**src/rtl/shift_pkg.sv**
```systemverilog
// Shared definitions for the pipelined barrel shifter.
//   SHIFT_* : mode encodings carried on mode_i
//   levels_per_stage : shifter levels placed in each register stage (last stage gets the remainder)
//   min_int : small constant helper used when sizing the per-stage level ranges
package shift_pkg;

   localparam logic [1:0] SHIFT_SLL  = 2'b00;
   localparam logic [1:0] SHIFT_SRL  = 2'b01;
   localparam logic [1:0] SHIFT_SRA  = 2'b10;
   localparam logic [1:0] SHIFT_ROTR = 2'b11;

   function automatic int levels_per_stage(input int nlev, input int stages);
      return (nlev + stages - 1) / stages;
   endfunction

   function automatic int min_int(input int a, input int b);
      return (a < b) ? a : b;
   endfunction

endpackage

```
**src/rtl/shift_unit_pipelined_if.sv**
```systemverilog
// Handshake/data bundle of the pipelined shifter.
//   slave  : the shifter side (takes the operation, drives the result)
//   master : the producer/consumer side (drives the operation, takes the result)
//   in  path: valid_i, ready_o, data_i, shamt_i, mode_i, tag_i
//   out path: valid_o, ready_i, data_o, tag_o
interface shift_unit_pipelined_if #(
   parameter int WIDTH = 32,
   parameter int TAG_W = 5
);
   localparam int SW = $clog2(WIDTH);

   logic             valid_i;
   logic             ready_o;
   logic [WIDTH-1:0] data_i;
   logic [SW-1:0]    shamt_i;
   logic [1:0]       mode_i;
   logic [TAG_W-1:0] tag_i;
   logic             valid_o;
   logic             ready_i;
   logic [WIDTH-1:0] data_o;
   logic [TAG_W-1:0] tag_o;

   modport slave (
      input  valid_i, data_i, shamt_i, mode_i, tag_i, ready_i,
      output ready_o, valid_o, data_o, tag_o
   );

   modport master (
      output valid_i, data_i, shamt_i, mode_i, tag_i, ready_i,
      input  ready_o, valid_o, data_o, tag_o
   );
endinterface

```
**src/rtl/shift_level.sv**
```systemverilog
// One combinational level of the barrel shifter: shifts by the fixed distance DIST when
// enabled, in the requested mode.
//   i_data : word entering the level
//   i_en   : shift amount bit for this level
//   i_mode : SLL / SRL / SRA / ROTR
//   i_sign : original operand MSB, used as SRA fill
//   o_data : word leaving the level
module shift_level
   import shift_pkg::*;
#(
   parameter int WIDTH = 32,
   parameter int DIST  = 1
) (
   input  logic [WIDTH-1:0] i_data,
   input  logic             i_en,
   input  logic [1:0]       i_mode,
   input  logic             i_sign,
   output logic [WIDTH-1:0] o_data
);

   always_comb begin
      o_data = i_data;
      if (i_en) begin
         case (i_mode)
            SHIFT_SLL:  o_data = {i_data[WIDTH-DIST-1:0], {DIST{1'b0}}};
            SHIFT_SRL:  o_data = {{DIST{1'b0}}, i_data[WIDTH-1:DIST]};
            SHIFT_SRA:  o_data = {{DIST{i_sign}}, i_data[WIDTH-1:DIST]};
            SHIFT_ROTR: o_data = {i_data[DIST-1:0], i_data[WIDTH-1:DIST]};
            default:    o_data = i_data;
         endcase
      end
   end

endmodule

```
**src/rtl/shift_unit_pipelined.sv**
```systemverilog
// Pipelined barrel shifter with valid/ready handshake and sideband tag.
//   clk_i, rst_i : clock, synchronous active-high reset
//   bus (slave)  : operation in (valid_i/ready_o/data_i/shamt_i/mode_i/tag_i),
//                  result out (valid_o/ready_i/data_o/tag_o)
// Levels run LSB first and are grouped into STAGES register stages. The whole pipe
// advances together or holds together (no bubble collapsing).
module shift_unit_pipelined
   import shift_pkg::*;
#(
   parameter int WIDTH  = 32,
   parameter int STAGES = 2,
   parameter int TAG_W  = 5
) (
   input  logic                  clk_i,
   input  logic                  rst_i,
   shift_unit_pipelined_if.slave bus
);

   localparam int NLEV = $clog2(WIDTH);
   localparam int SW   = NLEV;
   localparam int LPS  = levels_per_stage(NLEV, STAGES);

   logic [STAGES-1:0] r_valid;
   logic [WIDTH-1:0]  r_data  [STAGES];
   logic [SW-1:0]     r_shamt [STAGES];
   logic [1:0]        r_mode  [STAGES];
   logic              r_sign  [STAGES];
   logic [TAG_W-1:0]  r_tag   [STAGES];

   logic              w_st_valid [STAGES];
   logic [WIDTH-1:0]  w_st_in    [STAGES];
   logic [WIDTH-1:0]  w_st_out   [STAGES];
   logic [SW-1:0]     w_st_shamt [STAGES];
   logic [1:0]        w_st_mode  [STAGES];
   logic              w_st_sign  [STAGES];
   logic [TAG_W-1:0]  w_st_tag   [STAGES];
   logic [WIDTH-1:0]  w_lvl_in   [NLEV];
   logic [WIDTH-1:0]  w_lvl_out  [NLEV];
   logic              w_advance;

   assign w_advance   = !r_valid[STAGES-1] || bus.ready_i;
   assign bus.ready_o = w_advance;
   assign bus.valid_o = r_valid[STAGES-1];
   assign bus.data_o  = r_data[STAGES-1];
   assign bus.tag_o   = r_tag[STAGES-1];

   generate
      for (genvar s = 0; s < STAGES; s++) begin : g_stage
         if (s == 0) begin : g_src_in
            assign w_st_valid[s] = bus.valid_i;
            assign w_st_in[s]    = bus.data_i;
            assign w_st_shamt[s] = bus.shamt_i;
            assign w_st_mode[s]  = bus.mode_i;
            // SRA fill must be the sign of the original operand, not of partial data
            assign w_st_sign[s]  = bus.data_i[WIDTH-1];
            assign w_st_tag[s]   = bus.tag_i;
         end else begin : g_src_reg
            assign w_st_valid[s] = r_valid[s-1];
            assign w_st_in[s]    = r_data[s-1];
            assign w_st_shamt[s] = r_shamt[s-1];
            assign w_st_mode[s]  = r_mode[s-1];
            assign w_st_sign[s]  = r_sign[s-1];
            assign w_st_tag[s]   = r_tag[s-1];
         end

         // a stage may own no levels when LPS*STAGES overshoots NLEV; it then just registers
         if (s * LPS < NLEV) begin : g_out_lvl
            assign w_st_out[s] = w_lvl_out[min_int(s * LPS + LPS, NLEV) - 1];
         end else begin : g_out_pass
            assign w_st_out[s] = w_st_in[s];
         end
      end

      for (genvar k = 0; k < NLEV; k++) begin : g_level
         localparam int S = k / LPS;
         if (k % LPS == 0) begin : g_head
            assign w_lvl_in[k] = w_st_in[S];
         end else begin : g_chain
            assign w_lvl_in[k] = w_lvl_out[k-1];
         end

         shift_level #(
            .WIDTH (WIDTH),
            .DIST  (1 << k)
         ) u_level (
            .i_data (w_lvl_in[k]),
            .i_en   (w_st_shamt[S][k]),
            .i_mode (w_st_mode[S]),
            .i_sign (w_st_sign[S]),
            .o_data (w_lvl_out[k])
         );
      end
   endgenerate

   // payload only loads behind a valid bit so bubbles leave data_o/tag_o at their last value
   always_ff @(posedge clk_i) begin
      if (rst_i) begin
         r_valid <= '0;
         for (int s = 0; s < STAGES; s++) begin
            r_data[s]  <= '0;
            r_shamt[s] <= '0;
            r_mode[s]  <= '0;
            r_sign[s]  <= 1'b0;
            r_tag[s]   <= '0;
         end
      end else if (w_advance) begin
         for (int s = 0; s < STAGES; s++) begin
            r_valid[s] <= w_st_valid[s];
            if (w_st_valid[s]) begin
               r_data[s]  <= w_st_out[s];
               r_shamt[s] <= w_st_shamt[s];
               r_mode[s]  <= w_st_mode[s];
               r_sign[s]  <= w_st_sign[s];
               r_tag[s]   <= w_st_tag[s];
            end
         end
      end
   end

endmodule

```
**src/flat_wrapper.sv**
```systemverilog
// flat-port wrapper written by rule: the top's interface ports become plain ports
module shift_unit_pipelined_flat import shift_pkg::*;
#(
   parameter int WIDTH  = 32,
   parameter int STAGES = 2,
   parameter int TAG_W  = 5
)
  (clk_i, rst_i, bus_valid_i, bus_data_i, bus_shamt_i, bus_mode_i, bus_tag_i, bus_ready_i, bus_ready_o, bus_valid_o, bus_data_o, bus_tag_o);
  shift_unit_pipelined_if #(.WIDTH(WIDTH), .TAG_W(TAG_W)) bus_i ();
  input  logic clk_i;
  input  logic rst_i;
  input wire logic [$bits(bus_i.valid_i)-1:0] bus_valid_i;
  input wire logic [$bits(bus_i.data_i)-1:0] bus_data_i;
  input wire logic [$bits(bus_i.shamt_i)-1:0] bus_shamt_i;
  input wire logic [$bits(bus_i.mode_i)-1:0] bus_mode_i;
  input wire logic [$bits(bus_i.tag_i)-1:0] bus_tag_i;
  input wire logic [$bits(bus_i.ready_i)-1:0] bus_ready_i;
  output wire logic [$bits(bus_i.ready_o)-1:0] bus_ready_o;
  output wire logic [$bits(bus_i.valid_o)-1:0] bus_valid_o;
  output wire logic [$bits(bus_i.data_o)-1:0] bus_data_o;
  output wire logic [$bits(bus_i.tag_o)-1:0] bus_tag_o;
  assign bus_i.valid_i = bus_valid_i;
  assign bus_i.data_i = bus_data_i;
  assign bus_i.shamt_i = bus_shamt_i;
  assign bus_i.mode_i = bus_mode_i;
  assign bus_i.tag_i = bus_tag_i;
  assign bus_i.ready_i = bus_ready_i;
  assign bus_ready_o = bus_i.ready_o;
  assign bus_valid_o = bus_i.valid_o;
  assign bus_data_o = bus_i.data_o;
  assign bus_tag_o = bus_i.tag_o;
  shift_unit_pipelined #(.WIDTH(WIDTH), .STAGES(STAGES), .TAG_W(TAG_W)) u_core (.clk_i(clk_i), .rst_i(rst_i), .bus(bus_i));
endmodule
```
**config.mk**
```make
export PLATFORM = sky130hd
export DESIGN_NAME = shift_unit_pipelined_flat
export DESIGN_NICKNAME = d
export VERILOG_FILES = /design/src/rtl/shift_pkg.sv /design/src/rtl/shift_unit_pipelined_if.sv /design/src/rtl/shift_level.sv /design/src/rtl/shift_unit_pipelined.sv /design/src/flat_wrapper.sv
export SDC_FILE = /design/constraint.sdc
export NUM_CORES = 1
export LEC_CHECK = 0
export BUFFER_PORTS_ARGS = -buffer_cell sky130_fd_sc_hd__buf_4
export CORE_MARGIN = 1.5
export CORE_UTILIZATION = 40
export CTS_CLUSTER_SIZE = 20
export DETAILED_ROUTE_END_ITERATION = 12
export HOLD_SLACK_MARGIN = 0.08
export PLACE_DENSITY = 0.68
export SETUP_SLACK_MARGIN = 0.1
export SYNTH_ARGS = -nofsm -noshare
export SYNTH_HDL_FRONTEND = slang
export SYNTH_SLANG_ARGS = --single-unit
```
**constraint.sdc**
```tcl
create_clock -name clk_i -period 2 [get_ports clk_i]
set_input_delay 0.4 -clock clk_i [delete_from_list [all_inputs] [get_ports clk_i]]
set_output_delay 0.4 -clock clk_i [all_outputs]
set_load 0.02 [all_outputs]
```
==> summary.md <==
| Metric | Value |
|---|---|
| Final layout net count | 979 |
| Core ar. | about 17000 sq um |
| Syn avg cell area | 8.63 sq um |
| Fin cells | 1156 |
| All-Layer GR Usage | between 20% and 30% |
| Hold Fails Final Rpt | 0 |
| Startpoint Class | input pin |
| Die area | about 18000 sq um |
| Drt total wl | 21900 microns |
| Synth warn | 0 |
| Slew headroom | around three fifths |
| Synthesized area | 6830 sq um |
| CTS buffer count | 9 |
| Htree depth | 3 |
| Gr ovfl total | 0 |
| FFs w/ async S/R, synth | 0% |
| Clock tree buffer depth | 2 |
| Minimum clock period | approximately 1900 ps |
| Primary FF master, synth | edfxtp_1 |
| Post-synth EDFFs | slightly below 80 |
| Placed Area | about 8400 sq um |
| RSZ-0062 raised after global routing | yes |
| Antenna violations before repair | 0 |
| Path type of the worst setup path | in2reg |
| Routed vias | 6980 |
| Num rows | 47 |
| Tcrit/Tclk final | between 90 and 100% |
| Max-Cap Viols | 0 |
| Antenna Cells | 0 |
| Worst slew pin tran | about 600 ps |
| Commonest non-fill, non-tap cells in the layout | buf_4 (193), nor2_1 (98), nand2_1 (87) |
| DR DRC count | 0 |
| Kind of end point of the critical path | flop |
| Placed insts | 1139 |
| Outcome | finished clean |
| WHS | about 260 ps |
| Peak supply drop | 596 uV |
| DR pass1 iterations | 6 |
| Post-layout instance area | between 8000 and 9000 sq um |
| CP max FO | 20 |
| Initial DRC count | between 900 and 1000 |
| Clock transition at the registers of the reported paths | 60 ps |
| Post-DRT Antenna Nets | 0 |
| Synth-to-Final Area Change | 29.8% |
| CTS Hold Bufs | 0 |
| Pwr Total | around 5.6 mW |
| Max Clock Skew | 8.22 ps |
| Clk Latency, worst-skew pair | roughly 340 ps |
| Syn Inst Count | about 790 |
| Leak pwr | approximately 3.5 nW |
| WL per Instance | ~19 microns |
| # fillers | around 1500 |
| CTS tree | built |
| CTS sink count | between 80 and 90 |
| Die H | between 100 and 150 microns |
| Synth unique cells | between 60 and 70 |
| WP data arrival | ~2000 ps |
| Hold Crit Class | in2reg |
| Endpoints failing setup | 0 |
| Power Density | ~640 nW/um^2 |
| Worst Path Required | between 2000 and 2500 ps |
| Fraction of layout cells with a size suffix above 1 | slightly above 30% |
| Pins Over Slew Limit | 0 |
| I/O pin count | between 80 and 90 |
| Clk root buf | clkbuf_16 |
| Wire length of the first global-routing pass | 33900 microns |
| Seq/Total Area, Yosys | a little over a third |
| PortBufs | 86 |
| Core Util, Final | 53.3% |
| Gpl congestion | approximately 0.98 |
| Die Span X | about 130 microns |
| Vias in the first global route | ~6300 |
| Flops & latches, synth | 81 |
| Fmax achieved | about 520 MHz |
| Via density per instance | 6.04 |
| Initial Utilization | approximately 41% |
| Net Count, Synth | 839 |
| Hpwl dp | 16500 microns |
| Commonest non-fill, non-tap cell in the layout | buf_4 |
| Largest net degree at the start of global routing | 58 |
[logic make-up (layout without fill, tap and decap cells)]
group,count (synthesis),count (layout),share of synthesized area (%)
buffers and inverters,90,235,6.34
XOR/XNOR,1,1,0.128
AO/OA/AOI/OAI,262,262,27.0
AND/OR/NAND/NOR,306,306,21.8
multiplexers,51,51,9.37
flip-flops,81,81,35.3
[worst paths after layout]
check                           cells after the start                 from  slack (ps)                    to
worst max-delay path                                7        bus_mode_i[1]          90  u_core.r_data[0][24]
worst min-delay path                                2                rst_i         260     u_core.r_valid[0]
worst max register to register                      6  u_core.r_mode[0][0]          90  u_core.r_data[0][45]
worst min register to register                      2    u_core.r_valid[0]         490     u_core.r_valid[0]
[sequential cells by signal, summed over array words and instances, names as in the netlist]
name            count
u_core.r_mode       2
u_core.r_shamt      2
u_core.r_tag       10
u_core.r_sign       1
u_core.r_data      64
u_core.r_valid      2
[what timing repair did]
action | CTS | global route
setup buffers | 0 | 1
endpoints found under the setup margin | 5 | 26
pin swaps | 0 | 4
resized for setup | 3 | 21
hold endpoints to repair | 0 | 0
[power breakdown]
group / leakage, nW / internal, mW / switching, mW
logic: 2.48 / 0.806 / 1.05
clock network: 0.151 / 0.979 / 0.662
registers: 0.868 / 2.05 / 0.0953
total: 3.50 / 3.84 / 1.81
[metrics by stage]
step / setup TNS [ps] / setup slack (ps)
floorplan: 0 / 115
global placement: -3890 / -259
CTS: 0 / 86.8
global route: 0 / 82.9
finish: 0 / 89.0
detailed placement: -4360 / -271
[area by class of cell]
| type | instances | area [sq um] | share of cell area, % |
|---|---|---|---|
| Clock inverter | 7 | 75.1 | 0.847 |
| Sequential cell | 81 | 2410 | 27.2 |
| Clock buffer | 9 | 225 | 2.54 |
| Tap cell | 220 | 275 | 3.11 |
| Multi-Input combinational cell | 620 | 4100 | 46.3 |
| Inverter | 11 | 41.3 | 0.466 |
| Timing Repair Buffer | 208 | 1730 | 19.5 |
[worst max-delay path, stage by stage]
cell and delay (ps):
buf_4 150, buf_12 150, or3b_1 380, a311oi_2 230, a21o_1 220, nor2_1 90
o32ai_1 380
[synthesized netlist by cell type (3+ instances only)]
| cell | instances | share of area (%) |
|---|---|---|
| edfxtp_1 | 79 | 35 |
| a21boi_0 | 4 | 0.44 |
| o21a_1 | 11 | 1.2 |
| and3_1 | 5 | 0.46 |
| clkbuf_1 | 35 | 1.9 |
| o22a_1 | 4 | 0.51 |
| o21ai_0 | 39 | 2.9 |
| o32ai_1 | 4 | 0.51 |
| a21oi_1 | 41 | 3.0 |
| o221ai_1 | 3 | 0.38 |
| mux2i_1 | 29 | 4.3 |
| nand2b_1 | 9 | 0.82 |
| a22oi_1 | 4 | 0.44 |
| a22o_1 | 8 | 1.0 |
| inv_1 | 9 | 0.49 |
| buf_6 | 5 | 0.82 |
| nor2b_1 | 19 | 1.7 |
| mux4_2 | 9 | 3.0 |
| mux2_2 | 13 | 2.1 |
| nor3_1 | 10 | 0.73 |
| nand2_1 | 87 | 4.8 |
| buf_1 | 7 | 0.38 |
| a211o_1 | 4 | 0.51 |
| a311oi_2 | 4 | 0.88 |
| buf_4 | 7 | 0.77 |
| o22ai_1 | 13 | 1.2 |
| a311oi_1 | 17 | 2.2 |
| and2_1 | 20 | 1.8 |
| o211ai_1 | 7 | 0.77 |
| nand3b_1 | 5 | 0.55 |
| a21o_1 | 5 | 0.55 |
| or3b_1 | 10 | 1.3 |
| buf_2 | 25 | 1.8 |
| or3_1 | 4 | 0.37 |
| nor2_1 | 99 | 5.4 |
| a211oi_1 | 31 | 3.4 |
| nand3_1 | 22 | 1.6 |
| a31oi_1 | 42 | 3.8 |
[metal layers]
metal	global-route usage (%)	up-vias	part of all wire [%]
li1	-	3280	-
met1	33.1	3274	42
met2	39.0	380	47
met3	3.16	46	7.9
met4	8.64	0	2.4
met5	0	-	0
Power figures use the tool's default switching activity.
